[config.mk]
export PLATFORM = sky130hd
export DESIGN_NAME = ysyx_24110006_mem_arbiter_flat
export DESIGN_NICKNAME = d
export VERILOG_FILES = /design/src/rtl/ysyx_24110006_mem_arbiter_if.sv /design/src/rtl/ysyx_24110006_mem_arbiter.sv /design/src/flat_wrapper.sv
export SDC_FILE = /design/constraint.sdc
export NUM_CORES = 1
export LEC_CHECK = 0
export ABC_AREA = 0
export BUFFER_PORTS_ARGS = -buffer_cell sky130_fd_sc_hd__buf_2
export CAP_MARGIN = 15
export CELL_PAD_IN_SITES_DETAIL_PLACEMENT = 2
export CELL_PAD_IN_SITES_GLOBAL_PLACEMENT = 2
export CORE_MARGIN = 3
export CORE_UTILIZATION = 23
export DETAILED_ROUTE_END_ITERATION = 10
export GPL_ROUTABILITY_DRIVEN = 0
export PLACE_DENSITY = 0.66
export SYNTH_ARGS = -nofsm -noshare
export SYNTH_HDL_FRONTEND = slang
export SYNTH_SLANG_ARGS = --single-unit
export TNS_END_PERCENT = 5
[constraint.sdc]
create_clock -name i_clock -period 2.5 [get_ports i_clock]
set_clock_uncertainty 0.1 [all_clocks]
set_input_delay 0.375 -clock i_clock [delete_from_list [all_inputs] [get_ports i_clock]]
set_output_delay 0.375 -clock i_clock [all_outputs]
set_load 0.1 [all_outputs]
[src/rtl/ysyx_24110006_mem_arbiter_if.sv]
// Bus bundle for the IFU/LSU memory arbiter. Names keep the arbiter's i_/o_ view.
// master: the arbiter itself. slave: the IFU, LSU and memory agents around it.
interface ysyx_24110006_mem_arbiter_if #(
   parameter int ADDR_W = 32,
   parameter int DATA_W = 32
);
   localparam int MASK_W = DATA_W / 8;

   logic              i_m0_valid, o_m0_ready, i_m0_wen, o_m0_rvalid, o_m0_err;
   logic [ADDR_W-1:0] i_m0_addr;
   logic [DATA_W-1:0] i_m0_wdata, o_m0_rdata;
   logic [MASK_W-1:0] i_m0_wmask;

   logic              i_m1_valid, o_m1_ready, i_m1_wen, o_m1_rvalid, o_m1_err;
   logic [ADDR_W-1:0] i_m1_addr;
   logic [DATA_W-1:0] i_m1_wdata, o_m1_rdata;
   logic [MASK_W-1:0] i_m1_wmask;

   logic              o_s_valid, i_s_ready, o_s_wen, i_s_rvalid, i_s_err, o_busy;
   logic [ADDR_W-1:0] o_s_addr;
   logic [DATA_W-1:0] o_s_wdata, i_s_rdata;
   logic [MASK_W-1:0] o_s_wmask;

   modport master (
      input  i_m0_valid, i_m0_addr, i_m0_wen, i_m0_wdata, i_m0_wmask,
      output o_m0_ready, o_m0_rvalid, o_m0_rdata, o_m0_err,
      input  i_m1_valid, i_m1_addr, i_m1_wen, i_m1_wdata, i_m1_wmask,
      output o_m1_ready, o_m1_rvalid, o_m1_rdata, o_m1_err,
      output o_s_valid, o_s_addr, o_s_wen, o_s_wdata, o_s_wmask, o_busy,
      input  i_s_ready, i_s_rvalid, i_s_rdata, i_s_err
   );

   modport slave (
      output i_m0_valid, i_m0_addr, i_m0_wen, i_m0_wdata, i_m0_wmask,
      input  o_m0_ready, o_m0_rvalid, o_m0_rdata, o_m0_err,
      output i_m1_valid, i_m1_addr, i_m1_wen, i_m1_wdata, i_m1_wmask,
      input  o_m1_ready, o_m1_rvalid, o_m1_rdata, o_m1_err,
      input  o_s_valid, o_s_addr, o_s_wen, o_s_wdata, o_s_wmask, o_busy,
      output i_s_ready, i_s_rvalid, i_s_rdata, i_s_err
   );
endinterface

[src/rtl/ysyx_24110006_mem_arbiter.sv]
// Round-robin arbiter sharing one memory port between IFU (m0) and LSU (m1),
// one transaction in flight, with a watchdog that turns a hung slave into an error.
module ysyx_24110006_mem_arbiter #(
   parameter int ADDR_W  = 32,
   parameter int DATA_W  = 32,
   parameter int TIMEOUT = 255
) (
   input  logic                               i_clock,
   input  logic                               i_reset_n,
   ysyx_24110006_mem_arbiter_if.master        bus
);
   localparam int MASK_W = DATA_W / 8;
   localparam int CNT_W  = (TIMEOUT > 0) ? $clog2(TIMEOUT + 1) : 1;
   localparam logic [CNT_W-1:0] WD_MAX = CNT_W'(TIMEOUT);

   typedef enum logic [1:0] {IDLE, ADDR, DATA} state_t;

   state_t                   state;
   logic                     last_grant, grant;
   logic [ADDR_W-1:0]        addr_q;
   logic                     wen_q;
   logic [DATA_W-1:0]        wdata_q;
   logic [MASK_W-1:0]        wmask_q;
   logic [1:0]               rvalid_q, err_q;
   logic [1:0][DATA_W-1:0]   rdata_q;
   logic [CNT_W-1:0]         wd_cnt;

   logic                     req_any, winner, grant_ok, wd_fire;

   always_comb begin
      req_any  = bus.i_m0_valid | bus.i_m1_valid;
      // With both requesting, the master that did not win last time goes next.
      winner   = (bus.i_m0_valid & bus.i_m1_valid) ? ~last_grant : bus.i_m1_valid;
      grant_ok = (state == IDLE) & req_any & i_reset_n;
      wd_fire  = (TIMEOUT != 0) && (wd_cnt >= WD_MAX) &&
                 (((state == ADDR) && !bus.i_s_ready) ||
                  ((state == DATA) && !bus.i_s_rvalid));
   end

   always_ff @(posedge i_clock or negedge i_reset_n) begin
      if (!i_reset_n) begin
         state      <= IDLE;
         last_grant <= 1'b1;
         grant      <= 1'b0;
         addr_q     <= '0;
         wen_q      <= 1'b0;
         wdata_q    <= '0;
         wmask_q    <= '0;
         rvalid_q   <= '0;
         rdata_q    <= '0;
         err_q      <= '0;
         wd_cnt     <= '0;
      end else begin
         rvalid_q <= '0;
         unique case (state)
            IDLE: begin
               if (req_any) begin
                  grant      <= winner;
                  last_grant <= winner;
                  addr_q     <= winner ? bus.i_m1_addr  : bus.i_m0_addr;
                  wen_q      <= winner ? bus.i_m1_wen   : bus.i_m0_wen;
                  wdata_q    <= winner ? bus.i_m1_wdata : bus.i_m0_wdata;
                  wmask_q    <= winner ? bus.i_m1_wmask : bus.i_m0_wmask;
                  wd_cnt     <= CNT_W'(1);
                  state      <= ADDR;
               end
            end
            ADDR, DATA: begin
               if (wd_fire) begin
                  rvalid_q[grant] <= 1'b1;
                  rdata_q[grant]  <= '0;
                  err_q[grant]    <= 1'b1;
                  state           <= IDLE;
               end else if (state == ADDR) begin
                  if (bus.i_s_ready) state <= DATA;
               end else if (bus.i_s_rvalid) begin
                  rvalid_q[grant] <= 1'b1;
                  rdata_q[grant]  <= bus.i_s_rdata;
                  err_q[grant]    <= bus.i_s_err;
                  state           <= IDLE;
               end
               // Saturate so a late handshake past TIMEOUT still trips the watchdog.
               if (wd_cnt != '1) wd_cnt <= wd_cnt + 1'b1;
            end
            default: state <= IDLE;
         endcase
      end
   end

   assign bus.o_m0_ready  = grant_ok & ~winner;
   assign bus.o_m1_ready  = grant_ok &  winner;
   assign bus.o_m0_rvalid = rvalid_q[0];
   assign bus.o_m1_rvalid = rvalid_q[1];
   assign bus.o_m0_rdata  = rdata_q[0];
   assign bus.o_m1_rdata  = rdata_q[1];
   assign bus.o_m0_err    = err_q[0];
   assign bus.o_m1_err    = err_q[1];
   assign bus.o_s_valid   = (state == ADDR);
   assign bus.o_s_addr    = addr_q;
   assign bus.o_s_wen     = wen_q;
   assign bus.o_s_wdata   = wdata_q;
   assign bus.o_s_wmask   = wmask_q;
   assign bus.o_busy      = (state != IDLE);
endmodule
[src/flat_wrapper.sv]
// flat-port wrapper written by rule: the top's interface ports become plain ports
module ysyx_24110006_mem_arbiter_flat 
#(
   parameter int ADDR_W  = 32,
   parameter int DATA_W  = 32,
   parameter int TIMEOUT = 255
)
  (i_clock, i_reset_n, bus_i_m0_valid, bus_i_m0_addr, bus_i_m0_wen, bus_i_m0_wdata, bus_i_m0_wmask, bus_o_m0_ready, bus_o_m0_rvalid, bus_o_m0_rdata, bus_o_m0_err, bus_i_m1_valid, bus_i_m1_addr, bus_i_m1_wen, bus_i_m1_wdata, bus_i_m1_wmask, bus_o_m1_ready, bus_o_m1_rvalid, bus_o_m1_rdata, bus_o_m1_err, bus_o_s_valid, bus_o_s_addr, bus_o_s_wen, bus_o_s_wdata, bus_o_s_wmask, bus_o_busy, bus_i_s_ready, bus_i_s_rvalid, bus_i_s_rdata, bus_i_s_err);
  ysyx_24110006_mem_arbiter_if #(.ADDR_W(ADDR_W), .DATA_W(DATA_W)) bus_i ();
  input  logic i_clock;
  input  logic i_reset_n;
  input wire logic [$bits(bus_i.i_m0_valid)-1:0] bus_i_m0_valid;
  input wire logic [$bits(bus_i.i_m0_addr)-1:0] bus_i_m0_addr;
  input wire logic [$bits(bus_i.i_m0_wen)-1:0] bus_i_m0_wen;
  input wire logic [$bits(bus_i.i_m0_wdata)-1:0] bus_i_m0_wdata;
  input wire logic [$bits(bus_i.i_m0_wmask)-1:0] bus_i_m0_wmask;
  output wire logic [$bits(bus_i.o_m0_ready)-1:0] bus_o_m0_ready;
  output wire logic [$bits(bus_i.o_m0_rvalid)-1:0] bus_o_m0_rvalid;
  output wire logic [$bits(bus_i.o_m0_rdata)-1:0] bus_o_m0_rdata;
  output wire logic [$bits(bus_i.o_m0_err)-1:0] bus_o_m0_err;
  input wire logic [$bits(bus_i.i_m1_valid)-1:0] bus_i_m1_valid;
  input wire logic [$bits(bus_i.i_m1_addr)-1:0] bus_i_m1_addr;
  input wire logic [$bits(bus_i.i_m1_wen)-1:0] bus_i_m1_wen;
  input wire logic [$bits(bus_i.i_m1_wdata)-1:0] bus_i_m1_wdata;
  input wire logic [$bits(bus_i.i_m1_wmask)-1:0] bus_i_m1_wmask;
  output wire logic [$bits(bus_i.o_m1_ready)-1:0] bus_o_m1_ready;
  output wire logic [$bits(bus_i.o_m1_rvalid)-1:0] bus_o_m1_rvalid;
  output wire logic [$bits(bus_i.o_m1_rdata)-1:0] bus_o_m1_rdata;
  output wire logic [$bits(bus_i.o_m1_err)-1:0] bus_o_m1_err;
  output wire logic [$bits(bus_i.o_s_valid)-1:0] bus_o_s_valid;
  output wire logic [$bits(bus_i.o_s_addr)-1:0] bus_o_s_addr;
  output wire logic [$bits(bus_i.o_s_wen)-1:0] bus_o_s_wen;
  output wire logic [$bits(bus_i.o_s_wdata)-1:0] bus_o_s_wdata;
  output wire logic [$bits(bus_i.o_s_wmask)-1:0] bus_o_s_wmask;
  output wire logic [$bits(bus_i.o_busy)-1:0] bus_o_busy;
  input wire logic [$bits(bus_i.i_s_ready)-1:0] bus_i_s_ready;
  input wire logic [$bits(bus_i.i_s_rvalid)-1:0] bus_i_s_rvalid;
  input wire logic [$bits(bus_i.i_s_rdata)-1:0] bus_i_s_rdata;
  input wire logic [$bits(bus_i.i_s_err)-1:0] bus_i_s_err;
  assign bus_i.i_m0_valid = bus_i_m0_valid;
  assign bus_i.i_m0_addr = bus_i_m0_addr;
  assign bus_i.i_m0_wen = bus_i_m0_wen;
  assign bus_i.i_m0_wdata = bus_i_m0_wdata;
  assign bus_i.i_m0_wmask = bus_i_m0_wmask;
  assign bus_o_m0_ready = bus_i.o_m0_ready;
  assign bus_o_m0_rvalid = bus_i.o_m0_rvalid;
  assign bus_o_m0_rdata = bus_i.o_m0_rdata;
  assign bus_o_m0_err = bus_i.o_m0_err;
  assign bus_i.i_m1_valid = bus_i_m1_valid;
  assign bus_i.i_m1_addr = bus_i_m1_addr;
  assign bus_i.i_m1_wen = bus_i_m1_wen;
  assign bus_i.i_m1_wdata = bus_i_m1_wdata;
  assign bus_i.i_m1_wmask = bus_i_m1_wmask;
  assign bus_o_m1_ready = bus_i.o_m1_ready;
  assign bus_o_m1_rvalid = bus_i.o_m1_rvalid;
  assign bus_o_m1_rdata = bus_i.o_m1_rdata;
  assign bus_o_m1_err = bus_i.o_m1_err;
  assign bus_o_s_valid = bus_i.o_s_valid;
  assign bus_o_s_addr = bus_i.o_s_addr;
  assign bus_o_s_wen = bus_i.o_s_wen;
  assign bus_o_s_wdata = bus_i.o_s_wdata;
  assign bus_o_s_wmask = bus_i.o_s_wmask;
  assign bus_o_busy = bus_i.o_busy;
  assign bus_i.i_s_ready = bus_i_s_ready;
  assign bus_i.i_s_rvalid = bus_i_s_rvalid;
  assign bus_i.i_s_rdata = bus_i_s_rdata;
  assign bus_i.i_s_err = bus_i_s_err;
  ysyx_24110006_mem_arbiter #(.ADDR_W(ADDR_W), .DATA_W(DATA_W), .TIMEOUT(TIMEOUT)) u_core (.i_clock(i_clock), .i_reset_n(i_reset_n), .bus(bus_i));
endmodule
[Yosys cells after proc, flatten, opt, wreduce, memory -nomap -nowiden]
Cells that the tools add are included.
Cells by class
  magnitude comparators: 3
  add/sub/neg operators: 1
  div/mod/pow operators: 0
  shift operators: 0
  mux-type cells: 30
  bitwise logic cells: 11
  reduce and logical (&&, ||, !) cells: 16
  multipliers: 0
  equality and inequality tests: 8
Operators by type and width (count)
  64-bit two-way mux: 3
  32-bit two-way mux: 3
  64-bit AND: 1
  64-bit bitwise mux: 1
  64-bit inverter: 1
  32-bit demux with 1-bit select: 1
  2-bit two-way mux: 12
  8-bit two-way mux: 2
  8-bit case mux with 2 select lines: 1
  3-bit AND reduction: 3
  8-bit by 1-bit adder with 8-bit output, second input constant: 1
  8-bit >= comparator, second input constant: 1
  4-bit by 3-bit inequality test with 1-bit output, second input constant: 2
  8-bit inequality test, second input constant: 1
  2-bit by 1-bit inequality test with 1-bit output, second input constant: 3
  2-bit nonzero test: 3
  1-bit AND: 5
  1-bit logical AND: 4
  4-bit two-way mux: 1
  2-bit case mux with 2 select lines: 1
  1-bit two-way mux: 3
  2-bit bitwise mux: 1
  2-bit by 1-bit == test with 1-bit output, second input constant: 1
  2-bit == test, second input constant: 1
  other kinds (11): 13
Word-level totals
  bits in writable memories: 0
  input bits: 177
  memory bits (read-only): 0
  bits in registers: 149
  output and inout bits: 141
  memories: 0
  bits in latches: 0

[Logic depth before layout (Yosys ltp)]
Gate-level depths: netlist of the first run.
  depth in word-level cells: 8
  depth in mapped cells: 8
  gate-level depth less buffers: 7

[Worst setup path after synthesis of the first run]
No wires, ideal clock.
  path type: reg2out
  start point: register u_core.state[0]
  end point: output port bus_o_m0_ready
  arrival time: 3494 ps
  cell stages (with the launch flop): 7
  buffers on the path: 2
  setup slack: -1469 ps
  cells stage by stage: dfrtp_1 -> inv_1 -> ha_1 -> o21ai_1 -> clkbuf_1 -> clkbuf_1 -> nor3b_1
On the way
  cells in the longest elaborated chain, start to end: 4
Ends and longest elaborated chain
  start, declared: RTL line ysyx_24110006_mem_arbiter.sv:18  | state_t state;
  start signal, assigned: RTL line ysyx_24110006_mem_arbiter.sv:42  | state <= IDLE;
  start signal, assigned: RTL line ysyx_24110006_mem_arbiter.sv:65  | state <= ADDR;
  start signal, assigned: RTL line ysyx_24110006_mem_arbiter.sv:73  | state <= IDLE;
  2-bit logical NOT: RTL line ysyx_24110006_mem_arbiter.sv:34  | grant_ok = (state == IDLE) & req_any & i_reset_n;
  1-bit AND (2 in series): RTL line ysyx_24110006_mem_arbiter.sv:34
  1-bit AND: RTL line ysyx_24110006_mem_arbiter.sv:90  | assign bus.o_m0_ready = grant_ok & ~winner;
  end, declared: RTL line flat_wrapper.sv:17  | output wire logic [$bits(bus_i.o_m0_ready)-1:0] bus_o_m0_ready;
Every way passes these cells.

[Worst setup path in the final report of the first run]
Ends and elaborated chain as after synthesis.

==> results of run 1 <==
==> timing repair <==
item	in CTS	in global routing
hold buffers	1	0
resized for setup	0	1
setup endpoints to repair	0	1
endpoints found under the hold margin	118	0
==> cells by family after synthesis <==
family / Yosys count / synth area share [%]
mux: 69 / 10.92
fa+ha+maj: 5 / 0.9887
buf+inv: 43 / 3.421
simple gates: 109 / 7.831
flops: 149 / 58.95
compound gates: 165 / 17.90
==> flip-flops by register name, indices dropped and copies added (netlist names), 2 cells and up <==
| name | cells |
|---|---|
| u_core.rvalid_q | 2 |
| u_core.bus.o_s_wdata | 32 |
| u_core.bus.o_m1_rdata | 32 |
| u_core.state | 2 |
| u_core.err_q | 2 |
| u_core.bus.o_s_addr | 32 |
| u_core.wd_cnt | 8 |
| u_core.bus.o_m0_rdata | 32 |
| u_core.bus.o_s_wmask | 4 |
==> area by class of cell <==
cell class	count	share of cell area, %
flip-flops and latches	149	41.24
multi-input cells	348	26.78
repair buffers	337	20.32
well taps	341	4.717
clock buffers	17	4.703
clock inverters	15	1.964
inverters	6	0.2490
diodes	1	0.02767
==> layout by cell type, fill, tap and decap left out, drive strengths merged, types with 3 or more instances in the layout <==
cell / n
a21boi: 3
a21oi: 6
a22o: 64
and3: 7
buf: 336
clkbuf: 17
clkinv: 6
dfrtp: 148
ha: 5
inv: 14
mux2i: 69
nand2: 76
nand2b: 4
nand3: 4
nor2: 7
o21ai: 75
==> stage by stage <==
stage | worst slack, ns | instances | TNS, ns | instance area, µm² | util (%)
floorplan | -0.09853 | 540 | -5.647 | 6340 | -
global placement | 0.4016 | 1180 | 0 | 8427 | 31.18
detailed placement | 0.2964 | 1180 | 0 | 8427 | 31.18
CTS | 0.02466 | 1213 | 0 | 9040 | 33.45
global route | 0.07217 | 1214 | 0 | 9045 | 33.47
finish | 0.1759 | 1214 | 0 | 9045 | 33.47
==> critical path, stage by stage, from the launching register on <==
cell     delay, ns
dfrtp_1       0.41
inv_1         0.11
ha_2          0.29
o21ai_4       0.11
nor3b_4       0.29
buf_12        0.22
==> per-layer routing <==
metal  wire [µm]  track usage [%]  share of wire, %  up-vias
li1            -                -                 -     2603
met1        9263            18.41                42     2748
met2       11060            25.31                50      205
met3        1640            4.618               7.4       18
met4         273            3.402               1.2        2
met5          13                0             0.058        -
==> how the worst max path moves through the flow <==
stage                                            to  slack [ns]
after floorplan           u_core.bus.o_m1_rdata[10]        -0.1
after global placement             u_core.wd_cnt[7]        0.40
after detailed placement           u_core.wd_cnt[7]        0.30
after CTS                            bus_o_m0_ready        0.02
after global routing                 bus_o_m0_ready        0.07
final                                bus_o_m0_ready        0.18
==> results.json, run 1 <==
{
  "outcome": "completed",
  "maxCapViolCount": 0,
  "yosysMostFrequentCell": "dfrtp_1",
  "clk-insertion-delay-late_ns": 0.42,
  "r2r-end": "u_core.bus.o_m1_rdata[17]",
  "grt_overflow": 0,
  "worst_pin_slew_ns": 0.6344,
  "die-area_mm2": 0.02954,
  "synth_fp_nets": 722,
  "syn_area_per_cell_um2": 11.72,
  "drc_errors": 0,
  "seqCellArea_mm2": 0.003730,
  "netlist_instances": 540,
  "hold_path_class": "input pin to flip-flop",
  "syn2layout_area_growth_pct": 42.95,
  "grt_max_degree": 141,
  "multi_input_area_mm2": 0.002422,
  "cp-start-kind": "flip-flop",
  "num-fill-cells": 3026,
  "tritoncts": "built",
  "io_buffers": 317,
  "detail-route-antenna-nets": 0,
  "wl_per_cell_um": 18.33,
  "worstSetupPathType": "flip-flop to output port",
  "synthArstFlopShare_pct": 100.0,
  "row_count": 60,
  "yosys_warnings": 0,
  "die_x_um": 171.9,
  "track_usage_pct": 14.80,
  "core_area_mm2": 0.02703,
  "timing.hold.ws_ns": 0.08035,
  "dr.pass1.iters": 4,
  "crit_path_end_kind": "output port",
  "min-delay-start": "bus_i_s_rdata[10]",
  "htree_num_levels": 4,
  "routed_wl_um": 22250,
  "drt_iter0_markers": 282,
  "r2r_slack_ns": 0.28,
  "clock.fmax_ghz": 0.4303,
  "syn-cell-area_mm2": 0.006327,
  "clkSlewWorstSetupHoldPaths_ns": 0.08,
  "synth_area_leaders": "dfrtp_1, mux2i_1, a22o_1",
  "clock_path_buffers": 2,
  "seq_area_frac_synth_pct": 58.95,
  "viasPerCell": 4.593,
  "io_pins": 318,
  "synth_edf_count": 0,
  "grt_first_pass_wirelength_um": 34160,
  "reg2regPathDepth": 6,
  "ys_ff_latch": 149,
  "start_util_pct": 23.41,
  "crit_start": "u_core.state[0]",
  "rsz0062_at_grt": "no",
  "num_vias": 5576,
  "fin_crit_ns": 2.324,
  "min_to": "u_core.bus.o_m0_rdata[10]",
  "worstPathArrival_ns": 1.85,
  "r2r-start": "u_core.wd_cnt[0]",
  "critPathRequiredTime_ns": 2.03,
  "finalCritPeriodShare_pct": 92.96,
  "cts_buffers": 17,
  "grt_pass1_vias": 6020,
  "ys.flop_type": "dfrtp_1",
  "maxSlewHeadroom_pct": 57.70,
  "min_path_cells": 2,
  "synth_cell_types": 44,
  "cts.sinks": 149,
  "synth_top_area_cell": "dfrtp_1",
  "path_max_fanout": 7,
  "nets": 1041,
  "post_cts.repair.setup_buffers": 0,
  "hpwl_um": 16790,
  "drive_gt1_share_pct": 43.69,
  "synthTopCellsByCount": "dfrtp_1, nand2_1, o21ai_0, mux2i_1, a22o_1",
  "die_y_um": 171.9,
  "yosysTopAreaCellShare_pct": 58.53,
  "antenna_found_initial": 2,
  "finalHoldViolations": 0,
  "drv_slew": 0,
  "finalSetupViolations": 0,
  "root_buffer": "clkbuf_16"
}
Power of run 1 is left out: the tool's default activity adds up to more than one toggle a clock period on the data nets, which glitch-free logic cannot reach.
==> run 2, diff against run 1 <==
--- a/config.mk
+++ b/config.mk
@@ -15,6 +15,7 @@
 export DETAILED_ROUTE_END_ITERATION = 10
 export GPL_ROUTABILITY_DRIVEN = 0
 export PLACE_DENSITY = 0.66
+export RECOVER_POWER = 100
 export SYNTH_ARGS = -nofsm -noshare
 export SYNTH_HDL_FRONTEND = slang
 export SYNTH_SLANG_ARGS = --single-unit
==> run 2 against run 1 <==
  * Cell count unchanged
  * Routed wire length up 0.36%
  * Fmax grew 0.46%
==> results.json, run 2 (synthesis gave the netlist of run 1 again) <==
{
  "outcome": "completed",
  "dr.pass1.iters": 4,
  "finalHoldViolations": 0,
  "cts.sinks": 149,
  "min_to": "u_core.bus.o_m0_rdata[10]",
  "fin_area_mm2": 0.008822,
  "hpwl_um": 16790,
  "clk-insertion-delay-late_ns": 0.42,
  "final_cell_mix": "buf_2, dfrtp_1, clkbuf_1, nand2_1, o21ai_0",
  "fin_util_pct": 32.64,
  "clock.fmax_ghz": 0.4323,
  "maxSlewHeadroom_pct": 3.234,
  "wl_per_cell_um": 18.40,
  "die_y_um": 171.9,
  "die_x_um": 171.9,
  "r2r-end": "u_core.bus.o_m0_rdata[31]",
  "io_pins": 318,
  "crit_path_end_kind": "output port",
  "drc_errors": 0,
  "cp-start-kind": "flip-flop",
  "num_vias": 5625,
  "viasPerCell": 4.633,
  "routed_wl_um": 22330,
  "reg2regPathDepth": 8,
  "root_buffer": "clkbuf_16",
  "dp_slack_ns": 0.2964,
  "slowest_delay_ns": 0.41,
  "critPathRequiredTime_ns": 2.03,
  "clkSlewWorstSetupHoldPaths_ns": 0.08,
  "grt_first_pass_wirelength_um": 34160,
  "r2r_slack_ns": 0.24,
  "post_cts.repair.setup_buffers": 0,
  "hold_path_class": "input pin to flip-flop",
  "cts_buffers": 17,
  "nets": 1041,
  "io_buffers": 317,
  "fin_crit_ns": 2.313,
  "crit_slowest_cell": "dfrtp_1",
  "drv_slew": 0,
  "dpl_cell_area_mm2": 0.008427,
  "clock_path_buffers": 2,
  "worst_slack_ns": 0.1865,
  "detail-route-antenna-nets": 0,
  "crit_family": "flip-flops",
  "wl_met3_um": 1626,
  "r2r-start": "u_core.state[1]",
  "start_util_pct": 23.41,
  "drt_iter0_markers": 249,
  "tritoncts": "built",
  "wl_met2_um": 11100,
  "track_usage_pct": 14.80,
  "finalCritPeriodShare_pct": 92.54,
  "worst_pin_slew_ns": 1.451,
  "worstPathArrival_ns": 1.84,
  "min_path_cells": 2,
  "antenna_found_initial": 2,
  "finalSetupViolations": 0,
  "htree_num_levels": 4,
  "worstSetupPathType": "flip-flop to output port",
  "path_max_fanout": 7,
  "crit_start": "u_core.state[0]",
  "min-delay-start": "bus_i_s_rdata[10]",
  "core_area_mm2": 0.02703,
  "drt-met1-wl_um": 9346,
  "cp_cell_sequence": "inv_1 > ha_2 > o21ai_4 > nor3b_4 > buf_12",
  "syn2layout_area_growth_pct": 39.43,
  "maxCapViolCount": 0,
  "grt_pass1_vias": 6020,
  "rsz0062_at_grt": "no",
  "drive_gt1_share_pct": 27.75,
  "grt_max_degree": 141,
  "die-area_mm2": 0.02954,
  "final_common_cell": "buf_2",
  "top_layer": "met5",
  "path_buf_inv": 2,
  "row_count": 60,
  "grt_overflow": 0
}
==> run 2: repair_timing <==
action,in CTS,in global routing
resized for setup,0,1
endpoints found under the hold margin,118,0
setup endpoints to repair,0,1
hold buffers,1,0
==> run 2: area by class of cell <==
| class | instances | area (µm²) |
|---|---|---|
| diodes | 1 | 2.502 |
| clock buffers | 17 | 425.4 |
| clock inverters | 15 | 177.7 |
| fillers | 3097 | 18200 |
| inverters | 6 | 22.52 |
| multi-input cells | 348 | 2417 |
| flip-flops and latches | 149 | 3730 |
| well taps | 341 | 426.7 |
| repair buffers | 337 | 1620 |
==> run 2: worst reg2reg max path, cell delays in order, from the launching register on <==
cell	delay [ns]
dfrtp_1	0.38
inv_1	0.08
ha_1	0.23
nand2b_1	0.22
buf_4	0.20
nor2_2	0.10
clkbuf_2	0.63
a22oi_1	0.15
nand2_1	0.12
==> run 2: per-stage QoR <==
step,instances,hold slack [ns],TNS [ns]
3_3_place_gp,1180,0.3556,0
2_1_floorplan,540,-0.02059,-5.647
4_1_cts,1213,0.05573,0
6_report,1214,0.08010,0
5_1_grt,1214,0.05203,0
3_5_place_dp,1180,0.3645,0
==> run 2: worst max-delay path by stage <==
stage                                      endpoint  slack [ns]  cells past startpoint
after floorplan           u_core.bus.o_m1_rdata[10]        -0.1                      7
after global placement             u_core.wd_cnt[7]        0.40                      6
after detailed placement           u_core.wd_cnt[7]        0.30                      6
after CTS                            bus_o_m0_ready        0.02                      5
after global routing      u_core.bus.o_m0_rdata[31]        0.04                      8
final                                bus_o_m0_ready        0.19                      5
==> run 2: per-layer routing <==
| metal | up-vias | global-route usage, % |
|---|---|---|
| met5 | - | 0 |
| met4 | 2 | 3.402 |
| met3 | 18 | 4.618 |
| met2 | 209 | 25.31 |
| met1 | 2790 | 18.41 |
| li1 | 2606 | - |
Power of run 2 is left out for the same reason.
==> run 3, diff against run 2 <==
==> constraint.sdc (replaced) <==
create_clock -name i_clock -period 2.34 [get_ports i_clock]
set_clock_uncertainty 0.1 [all_clocks]
set_input_delay 0.351 -clock i_clock [delete_from_list [all_inputs] [get_ports i_clock]]
set_output_delay 0.351 -clock i_clock [all_outputs]
set_load 0.1 [all_outputs]
==> run 3 against run 2 <==
  * Worst hold slack got worse by 0.019 ns
  * Sequential cell count did not move
  * Final area grew 2.0%
  * Die area is the same
  * Register-to-register slack worse by 0.07 ns
  * Core utilization increased by 0.64 points
  * Cell count shrank 0.16%
  * Routed wire length shrank 2.3%
  * Critical endpoint unchanged
==> results.json, run 3 (synthesis gave the netlist of run 1 again) <==
{
  "antenna_found_initial": 2,
  "detail-route-antenna-nets": 0,
  "finalCritPeriodShare_pct": 95.29,
  "finalHoldViolations": 0,
  "die-area_mm2": 0.02954,
  "die_y_um": 171.9,
  "rsz0062_at_grt": "yes",
  "htree_num_levels": 4,
  "crit_slowest_cell": "dfrtp_1",
  "nets": 1040,
  "critPathRequiredTime_ns": 1.89,
  "io_buffers": 317,
  "clkSlewWorstSetupHoldPaths_ns": 0.08,
  "final_common_cell": "buf_2",
  "root_buffer": "clkbuf_16",
  "viasPerCell": 4.567,
  "maxSlewHeadroom_pct": 7.717,
  "outcome": "completed",
  "cp_cell_sequence": "inv_2 > ha_2 > buf_6 > o21ai_4 > nor3b_4 > buf_12",
  "post_cts.repair.setup_buffers": 0,
  "cts.sinks": 149,
  "worstSetupPathType": "flip-flop to output port",
  "final_cell_mix": "buf_2, dfrtp_1, clkbuf_2, nand2_1, o21ai_0",
  "drive_gt1_share_pct": 43.40,
  "routed_wl_um": 21830,
  "drc_errors": 0,
  "clock.fmax_ghz": 0.4485,
  "slowest_delay_ns": 0.42,
  "core_area_mm2": 0.02703,
  "crit_path_end_kind": "output port",
  "grt_max_degree": 107,
  "cts_buffers": 17,
  "dr.pass1.iters": 4,
  "grt_first_pass_wirelength_um": 33330,
  "cp-start-kind": "flip-flop",
  "dp.cells": 1179,
  "start_util_pct": 23.41,
  "r2r_slack_ns": 0.17,
  "wl_per_cell_um": 18.01,
  "clk-insertion-delay-late_ns": 0.42,
  "die_x_um": 171.9,
  "finalSetupViolations": 0,
  "num_vias": 5535,
  "grt_pass1_vias": 5884,
  "worstPathArrival_ns": 1.78,
  "clock_path_buffers": 2,
  "hpwl_um": 16410,
  "drv_slew": 0,
  "syn2layout_area_growth_pct": 42.16,
  "hold_path_class": "input pin to flip-flop",
  "num-fill-cells": 2983,
  "diodes": 0,
  "grt_overflow": 0,
  "maxCapViolCount": 0,
  "dpl_cell_area_mm2": 0.008407,
  "worst_pin_slew_ns": 1.384,
  "final_cells": 1212,
  "track_usage_pct": 14.43,
  "tritoncts": "built",
  "io_pins": 318,
  "path_max_fanout": 6,
  "fin_area_mm2": 0.008995,
  "drt_iter0_markers": 225,
  "fin_crit_ns": 2.230,
  "setup_tns_ns": 0,
  "row_count": 60
}
-- run 3: cell types whose count changed in the layout (fill, tap and decap cells not counted), sizes merged --
cell and delta:
diode -1, clkinv +2, inv -2, clkbuf +1
buf -2
-- run 3: stage by stage --
stage          worst slack [ns]  util (%)  hold WS (ns)
2_1_floorplan           -0.2543         -      -0.04459
3_3_place_gp            0.08951     31.11        0.3553
3_5_place_dp           -0.03924     31.11        0.3661
4_1_cts                 0.02465     33.41       0.03774
5_1_grt               -0.001572     33.28       0.03915
6_report                 0.1103     33.28       0.06064
-- run 3: area by class of cell --
type | instances | area, µm² | area share (%)
multi-input cells | 348 | 2430 | 27.01
well taps | 341 | 426.7 | 4.743
inverters | 6 | 22.52 | 0.2504
flip-flops and latches | 149 | 3730 | 41.47
clock buffers | 17 | 425.4 | 4.729
repair buffers | 336 | 1780 | 19.79
clock inverters | 15 | 180.2 | 2.003
-- run 3: path summary, 6_finish.rpt --
| path | start | end | depth (start not counted) |
|---|---|---|---|
| min reg2reg | u_core.bus.o_s_wdata[18] | u_core.bus.o_s_wdata[18] | 2 |
| min in group asynchronous | i_reset_n | u_core.bus.o_s_addr[31] | 3 |
| max reg2reg | u_core.state[0] | u_core.err_q[1] | 8 |
| min | bus_i_s_rdata[0] | u_core.bus.o_m0_rdata[0] | 2 |
| max | u_core.state[0] | bus_o_m0_ready | 6 |
| max in group asynchronous | i_reset_n | u_core.bus.o_s_wdata[1] | 3 |
-- run 3: metal layers --
layer	vias up	wire (µm)	global-route usage (%)
met1	2732	9205	18.23
met2	191	10790	24.33
met5	-	14	0
met4	4	180	3.020
li1	2591	-	-
met3	17	1639	4.710
-- run 3: what timing repair did --
action | in CTS | in global routing
pin swaps | 0 | 1
endpoints found under the hold margin | 148 | 0
resized for setup | 2 | 4
setup endpoints to repair | 10 | 3
hold buffers | 1 | 0
-- run 3: critical path: cells and delay by family (launching register included) --
family,cells,cell delay [ns]
AO/OA/AOI/OAI,1,0.08
adder cells (fa/ha/maj),1,0.20
buffers and inverters,3,0.42
flip-flops,1,0.42
AND/OR/NAND/NOR,1,0.24
Power of run 3 is left out for the same reason.
